**src/rtl/pa_AsyncCordic.sv**
```systemverilog
// Shared types and helpers for the asynchronous CORDIC wrapper domain.
// Dual-rail encoding: bit [1] is the true rail, bit [0] the false rail.
//   10 = logic 1, 01 = logic 0, 00 = spacer, 11 = illegal.
package pa_AsyncCordic;

  // Default MSB index of a CORDIC datapath word.
  localparam int unsigned RW = 15;

  typedef logic [1:0] dual_rail_t;

  localparam dual_rail_t DR_SPACER = 2'b00;

  typedef enum logic [2:0] {
    S_IDLE,
    S_SEND,
    S_ACKED,
    S_RTZ,
    S_DROP
  } dr_state_e;

  // Only meaningful for a complete codeword.
  function automatic logic dr_to_bin(input dual_rail_t d);
    return d[1];
  endfunction

  function automatic dual_rail_t bin_to_dr(input logic b);
    return b ? 2'b10 : 2'b01;
  endfunction

endpackage

```
**src/rtl/dr_completion_detect.sv**
```systemverilog
// Completion detector for a vector of dual-rail bits.
// Ports:
//   rails        - dual-rail vector under test
//   all_complete - every bit has exactly one rail high
//   all_spacer   - every bit has both rails low
//   any_illegal  - at least one bit has both rails high
module dr_completion_detect
  import pa_AsyncCordic::*;
#(
  parameter int unsigned Width = 1
) (
  input  dual_rail_t [Width-1:0] rails,
  output logic                   all_complete,
  output logic                   all_spacer,
  output logic                   any_illegal
);

  always_comb begin
    all_complete = 1'b1;
    all_spacer   = 1'b1;
    any_illegal  = 1'b0;
    for (int i = 0; i < int'(Width); i++) begin
      all_complete = all_complete & (^rails[i]);
      all_spacer   = all_spacer & (rails[i] == DR_SPACER);
      any_illegal  = any_illegal | (&rails[i]);
    end
  end

endmodule

```
**src/rtl/sync_dual_rail_demux.sv**
```systemverilog
// Clocked N-way demultiplexer for dual-rail return-to-zero codewords.
// A complete word plus complete binary select is latched and presented on one
// channel under a four-phase handshake; at most one word is in flight.
// Optional build macro DR_DEMUX_ERR_CHECK_EN enables the sticky err flag
// (illegal rail seen in S_IDLE/S_ACKED, or out-of-range select); otherwise err=0.
// Ports:
//   clk, arst  - clock, synchronous active-high reset
//   data_x     - input codeword (SIZE+1 dual-rail bits)
//   ctrl       - dual-rail binary channel select
//   y_ack      - per-channel consumer acknowledge
//   data_y     - per-channel outputs, spacer when not selected
//   x_ack      - acknowledge to data producer; ctrl_ack mirrors it
//   busy       - FSM not idle
//   chan       - latched channel index (debug)
//   err        - sticky protocol error
module sync_dual_rail_demux
  import pa_AsyncCordic::*;
#(
  parameter int unsigned SIZE  = RW,
  parameter int unsigned NCH   = 4,
  parameter int unsigned SEL_W = $clog2(NCH)
) (
  input  logic                             clk,
  input  logic                             arst,
  input  dual_rail_t [SIZE:0]              data_x,
  input  dual_rail_t [SEL_W-1:0]           ctrl,
  input  logic       [NCH-1:0]             y_ack,
  output dual_rail_t [NCH-1:0][SIZE:0]     data_y,
  output logic                             x_ack,
  output logic                             ctrl_ack,
  output logic                             busy,
  output logic       [SEL_W-1:0]           chan,
  output logic                             err
);

  logic data_complete, data_spacer, data_illegal;
  logic ctrl_complete, ctrl_spacer, ctrl_illegal;

  dr_completion_detect #(
    .Width(SIZE + 1)
  ) u_det_data (
    .rails       (data_x),
    .all_complete(data_complete),
    .all_spacer  (data_spacer),
    .any_illegal (data_illegal)
  );

  dr_completion_detect #(
    .Width(SEL_W)
  ) u_det_ctrl (
    .rails       (ctrl),
    .all_complete(ctrl_complete),
    .all_spacer  (ctrl_spacer),
    .any_illegal (ctrl_illegal)
  );

  logic in_complete, in_spacer, in_illegal;
  assign in_complete = data_complete & ctrl_complete;
  assign in_spacer   = data_spacer & ctrl_spacer;
  assign in_illegal  = data_illegal | ctrl_illegal;

  logic [SEL_W-1:0] sel_in;
  logic             sel_in_range;

  always_comb begin
    sel_in = '0;
    for (int i = 0; i < int'(SEL_W); i++) begin
      sel_in[i] = dr_to_bin(ctrl[i]);
    end
  end

  // NCH need not be a power of two, so some encodable selects are unmapped.
  assign sel_in_range = 32'(sel_in) < NCH;

  dr_state_e               state_q, state_d;
  dual_rail_t [SIZE:0]     word_q, word_d;
  logic       [SEL_W-1:0]  sel_q, sel_d;
  logic                    y_ack_sel;

  // Only the latched channel's acknowledge is ever observed.
  always_comb begin
    y_ack_sel = 1'b0;
    for (int i = 0; i < int'(NCH); i++) begin
      if (sel_q == SEL_W'(i)) y_ack_sel = y_ack[i];
    end
  end

  always_comb begin
    state_d = state_q;
    word_d  = word_q;
    sel_d   = sel_q;
    case (state_q)
      S_IDLE: begin
        if (in_complete) begin
          word_d  = data_x;
          sel_d   = sel_in;
          state_d = sel_in_range ? S_SEND : S_DROP;
        end
      end
      S_SEND:  if (y_ack_sel)  state_d = S_ACKED;
      S_ACKED: if (in_spacer)  state_d = S_RTZ;
      S_RTZ:   if (!y_ack_sel) state_d = S_IDLE;
      S_DROP:  if (in_spacer)  state_d = S_IDLE;
      default: state_d = S_IDLE;
    endcase
  end

  always_ff @(posedge clk) begin
    if (arst) begin
      state_q <= S_IDLE;
      word_q  <= '0;
      sel_q   <= '0;
    end else begin
      state_q <= state_d;
      word_q  <= word_d;
      sel_q   <= sel_d;
    end
  end

  always_comb begin
    data_y = '0;
    if (state_q == S_SEND || state_q == S_ACKED) begin
      for (int i = 0; i < int'(NCH); i++) begin
        if (sel_q == SEL_W'(i)) data_y[i] = word_q;
      end
    end
  end

  // Decoded straight from the state register, so x_ack is glitch-free.
  assign x_ack    = (state_q == S_ACKED) || (state_q == S_RTZ) || (state_q == S_DROP);
  assign ctrl_ack = x_ack;
  assign busy     = (state_q != S_IDLE);
  assign chan     = sel_q;

`ifdef DR_DEMUX_ERR_CHECK_EN
  logic err_q, err_d;

  always_comb begin
    err_d = err_q;
    if (in_illegal && (state_q == S_IDLE || state_q == S_ACKED)) err_d = 1'b1;
    if (state_q == S_IDLE && in_complete && !sel_in_range)        err_d = 1'b1;
  end

  always_ff @(posedge clk) begin
    if (arst) err_q <= 1'b0;
    else      err_q <= err_d;
  end

  assign err = err_q;
`else
  logic unused_illegal;
  assign unused_illegal = in_illegal;
  assign err = 1'b0;
`endif

endmodule
```
**config.mk**
```make
export PLATFORM = sky130hd
export DESIGN_NAME = sync_dual_rail_demux
export DESIGN_NICKNAME = d
export VERILOG_FILES = /design/src/rtl/pa_AsyncCordic.sv /design/src/rtl/dr_completion_detect.sv /design/src/rtl/sync_dual_rail_demux.sv
export SDC_FILE = /design/constraint.sdc
export NUM_CORES = 1
export LEC_CHECK = 0
export ABC_AREA = 1
export CAP_MARGIN = 20
export CORE_UTILIZATION = 41
export DETAILED_ROUTE_END_ITERATION = 10
export HOLD_SLACK_MARGIN = 0.1
export PLACE_DENSITY = 0.87
export SLEW_MARGIN = 20
export SYNTH_ARGS = -nofsm -noshare
export SYNTH_HDL_FRONTEND = slang
export SYNTH_SLANG_ARGS = --single-unit
```
**constraint.sdc**
```tcl
create_clock -name clk -period 3.4 [get_ports clk]
set_clock_uncertainty 0.05 [all_clocks]
set_input_delay 0.85 -clock clk [delete_from_list [all_inputs] [get_ports clk]]
set_output_delay 0.85 -clock clk [all_outputs]
set_load 0.05 [all_outputs]
```
==> results.sh <==
export IMPL_post_synth_num_cell_types=19
export IMPL_finalSetupTns_ns=0
export IMPL_sw_frac_of_total_pct=39.6
export IMPL_drive_above_1_share_pct=21.2
export IMPL_crit_buf_inv=3
export IMPL_synth_seq_cells=36
export IMPL_grt_pass1_vias=4114
export IMPL_yosys_top_cells_area="dfxtp_1 25%, nor2_1 24%, inv_1 15%"
export IMPL_cp_required_ns=2.50
export IMPL_worst_slack_ns=0.398
export IMPL_seqPwrFrac_pct=34.2
export IMPL_met1_length_um=4960
export IMPL_antenna_found_initial=0
export IMPL_clockRootBuffer="clkbuf_8"
export IMPL_p_comb_share_pct=40.1
export IMPL_p_leak_nw=2.61
export IMPL_outcome="complete, but fails checks"
export IMPL_p_clk_share_pct=25.6
export IMPL_vias=4162
export IMPL_total_power_mw=1.30
export IMPL_cts_tree="built"
export IMPL_max_stage_delay_ns=0.39
export IMPL_layout_commonest_cell="nor2_1"
export IMPL_fmax_ghz=0.333
export IMPL_placed_cell_area_um2=5930
export IMPL_n_antenna_cell=0
export IMPL_wl_per_cell_um=18.2
export IMPL_dieArea_um2=7360
export IMPL_worst_ep_arrival_time_ns=2.10
export IMPL_coreArea_um2=6790
export IMPL_p_per_area_nw_per_um2=216
export IMPL_post_place_ws_ns=0.352
export IMPL_report_final_slew_viol_count=0
export IMPL_finalCritPeriodShare_pct=88.3
export IMPL_avgSynthCellArea_um2=5.43
export IMPL_ir_drop_v=0.000820
export IMPL_worstMarginPinSlew_ns=0.921
export IMPL_dr_wl_met3_um=1280
export IMPL_track_usage_pct=39.6
export IMPL_drt_vias_per_instance=5.30
export IMPL_cp_max_fo=33
export IMPL_hold_violations=0
export IMPL_worstSetupEndpointType="output port"
export IMPL_dp_hpwl_um=11500
export IMPL_first_pass_iters=11
export IMPL_yosysTopAreaCell="dfxtp_1"
export IMPL_initial_core_util_pct=42.4
export IMPL_crit_path_top_delay_cell="dfxtp_1"
export IMPL_io_pins=176
export IMPL_cts_resized=0
export IMPL_area_growth_pct=109
export IMPL_drc=2
export IMPL_ant_nets=0
export IMPL_drt_iter0_drc=332
export IMPL_gp_congestion=0.937
export IMPL_clk_path_buf_depth=2
export IMPL_fin_crit_ns=3.00
export IMPL_die_width_um=85.8
export IMPL_die_h_um=85.8
export IMPL_critical_path_top_delay_family="buffers and inverters"
export IMPL_p_int_uw=787
export IMPL_insertion_delay_ns=0.29
export IMPL_final_nets=753
export IMPL_grt_pass1_wl_um=22200
export IMPL_layout_common_cells="181 x nor2_1, 128 x buf_12, 115 x inv_1, 96 x nand2_1, 46 x clkdlybuf4s50_1"
export IMPL_synth_fp_nets=594
export IMPL_io_buffers=174
export IMPL_grt_ovfl_total=0
export IMPL_syn_area_um2=2880
export IMPL_rsz0062_at_grt="no"
export IMPL_fin_area_um2=6030
export IMPL_syn_inst=530
export IMPL_hp_class="reg -> reg"
export IMPL_violations="design-rule violations"
export IMPL_top_layer="met4"
export IMPL_maxCapViolCount=0
export IMPL_crit_path_cell_trace="inv_1, ha_1, buf_4, nand2_1, nor2_1, buf_12"
export IMPL_clkTransAtPathRegs_ns=0.07
export IMPL_finalSetupViolCount=0
export IMPL_cts_setup_buffers=0
export IMPL_cp_start_kind="flip-flop"
export IMPL_num_rows=30
export IMPL_numCtsBuffers=5
export IMPL_p_sw_uw=516
export IMPL_cts_sinks=36
export IMPL_synth_top_area_share_pct=25.0
export IMPL_path_class="reg -> out"
export IMPL_slew_headroom_pct=38.6
export IMPL_grt_start_max_net_pins=69
export IMPL_finish_utilization_pct=88.7
export IMPL_wl_um=14300
export IMPL_synth_yosys_warnings=0
export IMPL_wl_met2_um=7200
export IMPL_ctsHoldBuffers=0
export IMPL_seq_area_frac_synth_pct=25.0
export IMPL_h_tree_depth=2
-- power groups by stage --
| stage | Sequential [mW] | Clock (mW) | Combinational [mW] |
|---|---|---|---|
| 5_1_grt | 0.447 | 0.355 | 0.564 |
| 4_1_cts | 0.446 | 0.338 | 0.511 |
| 3_3_place_gp | 0.453 | 0 | 0.483 |
| 3_5_place_dp | 0.455 | 0 | 0.503 |
| 2_1_floorplan | 0.452 | 0 | 0.344 |
| 6_report | 0.446 | 0.334 | 0.523 |
-- logic make-up (layout without fill, tap and decap cells) --
family          after synthesis  in the layout  synth area share [%]
compound gates               36             36                  6.26
fa+ha+maj                    22             22                  9.56
buf+inv                     143            302                  19.7
flops                        36             36                  25.0
other cells                   1              1                 0.130
simple gates                292            292                  39.3
-- metrics by stage --
step / instances / hold WS [ns]
after floorplan: 530 / 0.437
after global placement: 778 / 0.447
after detailed placement: 778 / 0.459
after CTS: 785 / 0.469
after global routing: 785 / 0.506
final: 785 / 0.464
-- synth_stat cells --
master,instances
nor3_2,1
buf_4,2
buf_6,3
nor2_2,1
nor2_1,181
nand3b_2,1
inv_1,115
o21ai_0,32
conb_1,1
buf_1,1
nand2_1,96
nand4_1,2
or2_2,2
dfxtp_1,36
nand3_1,8
o21ai_1,4
ha_1,22
buf_2,1
clkbuf_1,21
-- flip-flops by register name (all words and copies together) (netlist names) --
| register | count |
|---|---|
| chan | 2 |
| state_q | 2 |
| word_q | 32 |
-- area by class of cell --
| type | count | area (um^2) |
|---|---|---|
| Sequential cell | 36 | 721 |
| Inverter | 115 | 432 |
| Timing Repair Buffer | 180 | 3070 |
| Tap cell | 96 | 120 |
| Clock buffer | 7 | 96.3 |
| Multi-Input combinational cell | 351 | 1590 |
| Fill cell | 272 | 766 |
-- tightest hold or removal path, stage by stage, from the launching register on --
cell and delay, ns:
dfxtp_1 0.31, inv_1 0.04, nand2_1 0.04, inv_1 0.04
nor2_1 0.03
-- routing by layer --
metal / vias up / GRT usage (%)
met5: - / 0
met2: 319 / 68.9
met1: 1936 / 44.2
li1: 1833 / -
met4: 0 / 25.0
met3: 74 / 7.89
-- worst paths after layout --
| check | slack [ns] | startpoint | cells after the start | end |
|---|---|---|---|---|
| worst min-delay path | 0.46 | word_q[5] | 4 | word_q[5] |
| worst min register to register | 0.46 | word_q[5] | 4 | word_q[5] |
| worst max register to register | 1.53 | state_q[0] | 6 | chan[1] |
| worst max-delay path | 0.40 | state_q[1] | 6 | data_y[71] |
No activity file was read; power rests on OpenSTA's default activity.
